===== src/rtl/mem_responder.sv =====
// rtl/mem_responder.sv - word-addressed data memory responder with programmable wait states
// Optional misaligned-access fault reporting: define MEM_RESPONDER_ALIGN_CHECK_EN.
module mem_responder #(
  parameter int DEPTH       = 64,
  parameter int WAIT_CYCLES = 2
) (
  input  logic        clk,
  input  logic        reset,
  input  logic        req_valid,
  output logic        req_ready,
  input  logic        req_we,
  input  logic [31:0] req_addr,
  input  logic [31:0] req_wdata,
  output logic        resp_valid,
  input  logic        resp_ready,
  output logic [31:0] resp_rdata,
  output logic        resp_err
);

  localparam int AW = $clog2(DEPTH);
  localparam logic [3:0] WAIT_INIT = (WAIT_CYCLES > 0) ? 4'(WAIT_CYCLES - 1) : 4'd0;

  typedef enum logic [1:0] {
    S_IDLE,
    S_WAIT,
    S_RESP
  } state_e;

  state_e        state_q, state_d;
  logic [3:0]    cnt_q, cnt_d;
  logic          we_q, we_d;
  logic [AW+1:0] addr_q, addr_d;
  logic [31:0]   wdata_q, wdata_d;
  logic [31:0]   rdata_q, rdata_d;
  logic          err_q, err_d;

  logic [31:0]   mem_q [DEPTH];

  // Commit operands: the latched request, or the live request when there are no wait states
  logic          commit;
  logic          c_we;
  logic [AW+1:0] c_addr;
  logic [31:0]   c_wdata;
  logic [AW-1:0] c_idx;
  logic          misaligned;
  logic          mem_we;

  logic          unused_bits;
  assign unused_bits = ^{req_addr[31:AW+2], c_addr[1:0]};

  assign c_idx = c_addr[AW+1:2];

  always_comb begin
`ifdef MEM_RESPONDER_ALIGN_CHECK_EN
    misaligned = (c_addr[1:0] != 2'b00);
`else
    misaligned = 1'b0;
`endif
  end

  always_comb begin
    state_d    = state_q;
    cnt_d      = cnt_q;
    we_d       = we_q;
    addr_d     = addr_q;
    wdata_d    = wdata_q;
    rdata_d    = rdata_q;
    err_d      = err_q;
    commit     = 1'b0;
    c_we       = we_q;
    c_addr     = addr_q;
    c_wdata    = wdata_q;
    mem_we     = 1'b0;
    req_ready  = 1'b0;
    resp_valid = 1'b0;

    case (state_q)
      S_IDLE: begin
        req_ready = 1'b1;
        if (req_valid) begin
          we_d    = req_we;
          addr_d  = req_addr[AW+1:0];
          wdata_d = req_wdata;
          if (WAIT_CYCLES > 0) begin
            state_d = S_WAIT;
            cnt_d   = WAIT_INIT;
          end else begin
            state_d = S_RESP;
            commit  = 1'b1;
            c_we    = req_we;
            c_addr  = req_addr[AW+1:0];
            c_wdata = req_wdata;
          end
        end
      end
      S_WAIT: begin
        if (cnt_q == 4'd0) begin
          state_d = S_RESP;
          commit  = 1'b1;
        end else begin
          cnt_d = cnt_q - 4'd1;
        end
      end
      S_RESP: begin
        resp_valid = 1'b1;
        if (resp_ready) begin
          state_d = S_IDLE;
        end
      end
      default: state_d = S_IDLE;
    endcase

    if (commit) begin
      err_d = misaligned;
      if (misaligned || c_we) begin
        rdata_d = 32'd0;
      end else begin
        rdata_d = mem_q[c_idx];
      end
      mem_we = c_we && !misaligned;
    end
  end

  always_ff @(posedge clk) begin
    if (!reset) begin
      state_q <= S_IDLE;
      cnt_q   <= 4'd0;
      we_q    <= 1'b0;
      addr_q  <= '0;
      wdata_q <= 32'd0;
      rdata_q <= 32'd0;
      err_q   <= 1'b0;
    end else begin
      state_q <= state_d;
      cnt_q   <= cnt_d;
      we_q    <= we_d;
      addr_q  <= addr_d;
      wdata_q <= wdata_d;
      rdata_q <= rdata_d;
      err_q   <= err_d;
    end
  end

  // Storage is not reset, but a store landing on a reset edge is dropped
  always_ff @(posedge clk) begin
    if (reset && mem_we) begin
      mem_q[c_idx] <= c_wdata;
    end
  end

  assign resp_rdata = rdata_q;
  assign resp_err   = err_q;

endmodule


===== config.mk =====
export PLATFORM = sky130hd
export DESIGN_NAME = mem_responder
export DESIGN_NICKNAME = d
export VERILOG_FILES = /design/src/rtl/mem_responder.sv
export SDC_FILE = /design/constraint.sdc
export NUM_CORES = 2
export LEC_CHECK = 0
export ABC_AREA = 1
export BUFFER_PORTS_ARGS = -buffer_cell sky130_fd_sc_hd__buf_2
export CORE_ASPECT_RATIO = 0.9
export CORE_MARGIN = 2
export CORE_UTILIZATION = 50
export DETAILED_ROUTE_END_ITERATION = 10
export MAX_ROUTING_LAYER = met4
export PLACE_DENSITY = 0.74
export SYNTH_ARGS = -nofsm -noshare
export SYNTH_HDL_FRONTEND = slang
export SYNTH_SLANG_ARGS = --single-unit

===== constraint.sdc =====
create_clock -name clk -period 8 [get_ports clk]
set_clock_uncertainty 0.2 [all_clocks]
set_input_delay 0.8 -clock clk [delete_from_list [all_inputs] [get_ports clk]]
set_output_delay 0.8 -clock clk [all_outputs]
set_load 0.01 [all_outputs]

# Yosys cells after proc, flatten, opt, wreduce, memory -nomap -nowiden
# Memory sizes are Yosys's and may differ from the RTL's. A register that Yosys moved wholly into a read port is not among the register bits.
# Index checks and enable logic that the tools add are counted.
dict set report totals {
  register_bits 79
  ramBits 2048
  input_bits 69
  output_inout_bits 35
  n_memories 1
}
# memory words word_bits read_ports rd_ports_with_merged_regs wr line
set memory_table {}
lappend memory_table {mem_q 64 32 1 1 1 37} ;# logic [31:0] mem_q [DEPTH];
dict set report classes {
  add_sub_neg 1
  eq_ne 6
  mux 17
  reduce_logical 7
}
# operator n
set op_table {}
lappend op_table {{32-bit two-way mux} 1}
lappend op_table {{6-bit two-way mux} 2}
lappend op_table {{4-bit two-way mux} 2}
lappend op_table {{2-bit inequality test (second input constant)} 4}
lappend op_table {{4-bit case mux with 2 select lines} 1}
lappend op_table {{1-bit two-way mux} 7}
lappend op_table {{2-bit two-way mux} 3}
lappend op_table {{2-bit case mux with 3 select lines} 1}
lappend op_table {{3-bit AND reduction} 2}
lappend op_table {{4-bit zero test} 1}
lappend op_table {{4-bit by 1-bit subtractor with 4-bit output (second input constant)} 1}
lappend op_table {{2-bit by 1-bit equality test with 1-bit output (second input constant)} 1}
lappend op_table {{2-bit equality test (second input constant)} 1}
lappend op_table {{2-bit zero test} 1}
lappend op_table {{2-bit AND reduction} 1}
lappend op_table {{2-bit nonzero test} 1}
lappend op_table {{1-bit logical AND} 1}

# Longest topological paths before layout
dict set report depth {
  word_depth 7
  depth_mapped 14
}

# Worst setup path after synthesis
# OpenSTA, ideal clock, no wires.
dict set report synth_timing {
  kind {register to register}
  startpoint {register cnt_q[0]}
  endpoint {memory mem_q[0][0], enable pin}
  setup_time_ps 421
  arrival_ps 2738
  required_time_ps 7379
  setup_slack_ps 4641
  stages_incl_launch_ff 9
  n_path_buf 0
  cell_sequence {dfxtp_1 > inv_1 > ha_1 > inv_1 > nor3_1 > nand4_1 > nor2_1 > nand3_1 > nor2_1}
}
dict set report synth_via {
  elab_chain_len 7
}
# item line
set synth_rtl {}
lappend synth_rtl {{from (decl)} 30} ;# logic [3:0] cnt_q, cnt_d;
lappend synth_rtl {{from (signal assigned)} 135} ;# cnt_q <= cnt_d;
lappend synth_rtl {{4-bit zero test} 97} ;# if (cnt_q == 4'd0) begin
lappend synth_rtl {{1-bit two-way mux} 97}
lappend synth_rtl {{1-bit two-way mux} --}
lappend synth_rtl {{1-bit two-way mux} 113} ;# if (commit) begin
lappend synth_rtl {{1-bit logical AND} 146} ;# if (reset && mem_we) begin
lappend synth_rtl {{1-bit two-way mux} 146}
lappend synth_rtl {{1-bit two-way mux (not written as such)} 147} ;# mem_q[c_idx] <= c_wdata;
lappend synth_rtl {{to (decl)} 37}
# Every way passes these cells.

==> summary.txt <==
Status
  • Status: finished clean

Routing
  • Number of routed nets with antenna violations: 0
  • Initial drt markers: 8,211
  • DR vias/cell: between 5 and 6
  • Routed WL: between 200 and 250 mm
  • WL/cell: 23.19 µm
  • Remaining DRCs: 0
  • Pre-antenna DRT Iters: 6
  • Vias: 55,610

Global route
  • Overall routing resource usage: around a quarter
  • Initial antenna violation count: 4
  • Global-route wire length before repair: 325.2 mm
  • Largest net degree at the start of global routing: around 270
  • Grt ovf: 0
  • Vias in the first global route: ~53,000

Power and ir drop
  • Gate power share: 11.1%
  • Register share of total power: about 52%
  • Leakage: 33.00 nW
  • P_int: 18.10 mW
  • Maximum vdd drop: approximately 280 µV
  • Switching share of power: 25.36%
  • P_sw: 6.150 mW
  • Cell area power density: 259.0 mW/mm²
  • Clk pwr share: 36.9%

Floorplanning
  • Die ar.: around 0.17 mm²
  • Placeable Area: about 0.17 mm²
  • Row count: 143
  • Top-level I/O count: roughly 100
  • Die W: roughly 440 µm
  • Die Y: 395.6 µm
  • Initial Utilization: about half

Clock tree
  • CTS Buf Count: around 200
  • TritonCTS Sinks: about 2,100
  • H-tree Lvls: 4
  • Clock transition at path regs: 0.06 ns
  • Post_cts resized: 0
  • Clk buf depth: 3
  • Setup repair bufs after CTS: 0
  • # hold bufs at CTS: 12
  • CTS root buf: clkbuf_16
  • CTS tree: built
  • Worst-Skew Late Latency: 0.82 ns

Critical path
  • Crit path launch type: flop
  • Critical Path RT: 8.48 ns
  • Critical-path maximum fanout: 76
  • FF-to-FF End: resp_rdata[21]$_SDFFE_PN0P_
  • CP endpoint kind: flop
  • Worst EP arrival: 5.25 ns
  • Worst R2R Path Depth: 9
  • Critical path class: reg2reg
  • R2R Setup Slk: approximately 3.2 ns

Synthesis
  • Flops & latches, synth: 2,131
  • Yosys top cell by area: edfxtp_1
  • Async SR Flop Fraction: 0%
  • Synth Area per Inst: about 12 µm²
  • Post-synthesis sequential area ratio: 74.15%
  • Mapped Area: approximately 0.085 mm²
  • Cell variety after synth: 25
  • Syn_nets: 7,180
  • Synthesis warning total: 0
  • Synth Area in Adders: less than 1%
  • Main combinational cell family by area after synthesis: simple AND/OR/NAND/NOR gates
  • Post-Synth Simple-Gate Area: 22.21%
  • Synth top area share: 72.20%
  • Synth Area in XOR/XNOR: 0%
  • Post-synth EDFFs: 2,048
  • Synth top cells by count: nand2_1, edfxtp_1, nand3_1
  • Mux share of post-synthesis cell area: 0%
  • Largest cells by area after synthesis: edfxtp_1, nand3_1, nand2_1, dfxtp_1, buf_2
  • Compound-Gate Fraction of Synth Area: 0.4877%
  • Count leader, synth: nand2_1
  • Mapped Cells: between 7,000 and 8,000
  • Main flop type after synthesis: edfxtp_1

STA
  • Post-route setup TNS: 0 ns
  • Minimum clock period: 4.768 ns
  • Final Setup Violations: 0
  • Worst Tran Pin Value: 1.452 ns
  • Fin Hold WS: 0.03533 ns
  • RSZ-0062 raised after global routing: false
  • Fmax: 209.7 MHz
  • Slew headroom: 3.175%
  • Tcrit/Tclk final: 59.60%
  • Hold Fails Final Rpt: 0
  • Pins Over Slew Limit: 0

Min path
  • Worst min path class: in2reg
  • WHS Path Cells: 3
  • Hold wc startpoint: req_wdata[14]
  • Hold path endpoint: wdata_q[14]$_SDFFE_PN0N_

Layout
  • Final core occ: 55.37%
  • Design area: 0.09362 mm²
  • Cell Count, Final, Fillers Out: 9,470
  • Share of layout cells above drive strength 1: 7.978%
  • Syn-to-layout area delta: 9.911%
  • Nets: 7,126

Place
  • DP Wirelength: ~110 mm
  • Placed cells: between 9,000 and 10,000
  • GPL Wtd Cong: 0.8875
  • DP Area: 0.08739 mm²
  • Number of port buffers: 76

Run
  • MaxCap Viol Count: 0
-- state kept, by name (all words and copies together) (netlist names), named ones only --
register / cells
addr_q: 6
cnt_q: 4
mem_q: 2048
resp_rdata: 32
state_q: 2
wdata_q: 32
we_q: 1
-- cells in the final DEF (no fill, tap or decap), drive strengths merged --
cell type	synthesis	routed
a21oi	43	43
and3	1	1
buf	383	202
bufinv	0	10
clkbuf	84	267
clkinv	4	78
clkinvlp	0	2
conb	1	1
dfxtp	83	83
diode	0	3
dlygate4sd3	0	12
edfxtp	2048	2048
ha	1	1
inv	19	29
nand2	2365	2365
nand3	1892	1892
nand4	1	1
nor2	139	139
nor3	4	4
nor3b	1	1
o21ai	40	40
or2	1	1
-- how the worst max path moves through the flow --
stage,start,endpoint,slack [ns]
after floorplan,cnt_q[0]$_SDFFE_PN0P_,mem_q[0][0]$_DFFE_PP_,4.64
after global placement,flop,resp_rdata[28]$_SDFFE_PN0P_,3.39
after detailed placement,flop,resp_rdata[8]$_SDFFE_PN0P_,3.38
after CTS,flop,resp_rdata[29]$_SDFFE_PN0P_,3.35
after global routing,flop,resp_rdata[14]$_SDFFE_PN0P_,3.12
final,flop,resp_rdata[21]$_SDFFE_PN0P_,3.23
-- critical path: stages (launching register included) --
cell and delay (ns):
dfxtp_4 1.08, buf_4 0.92, buf_4 0.91, nand3_1 0.18, nand3_1 0.12, nand3_1 0.26
nand3_1 0.19, nand3_1 0.36, nand3_1 0.24, a21oi_1 0.09
-- cell type report --
cell class,instances,area (µm²)
tap,2247,2811
antenna,3,7.507
timing repair buffer,214,1521
inverter,23,122.6
clock inverter,96,739.5
fill,13180,75460
sequential,2131,63220
multi-input combinational,4489,19840
clock buffer,267,5360
-- routing by layer --
| layer | track usage [%] | share of wire, % | up-vias | wire (µm) |
|---|---|---|---|---|
| li1 | - | - | 25040 | - |
| met1 | 34.86 | 38 | 26830 | 83360 |
| met2 | 37.06 | 45 | 3318 | 98000 |
| met3 | 6.210 | 13 | 429 | 28570 |
| met4 | 11.24 | 4.4 | 0 | 9653 |
| met5 | - | 0 | - | 0 |
-- per-stage QoR --
stage | setup WS, ns | power, mW
3_5_place_dp | 3.383 | 15.44
4_1_cts | 3.348 | 24.21
3_3_place_gp | 3.391 | 15.37
2_1_floorplan | 4.641 | 14.49
6_report | 3.232 | 24.25
5_1_grt | 3.123 | 24.94
-- power by group through the flow --
stage / sequential (mW) / clock, mW / combinational, mW
floorplan: 12.9 / 0 / 1.59
global placement: 12.8 / 0 / 2.53
detailed placement: 12.8 / 0 / 2.59
CTS: 12.6 / 8.98 / 2.62
global route: 12.6 / 9.43 / 2.89
finish: 12.6 / 8.94 / 2.69
-- cells by family after synthesis --
group / Yosys count
other: 1
and+or+nand+nor: 4404
AOI/OAI and AO/OA: 83
DFF: 2131
buffers and inverters: 490
adders and majority gates: 1
Note: power is estimated with default switching activity, not from simulation.
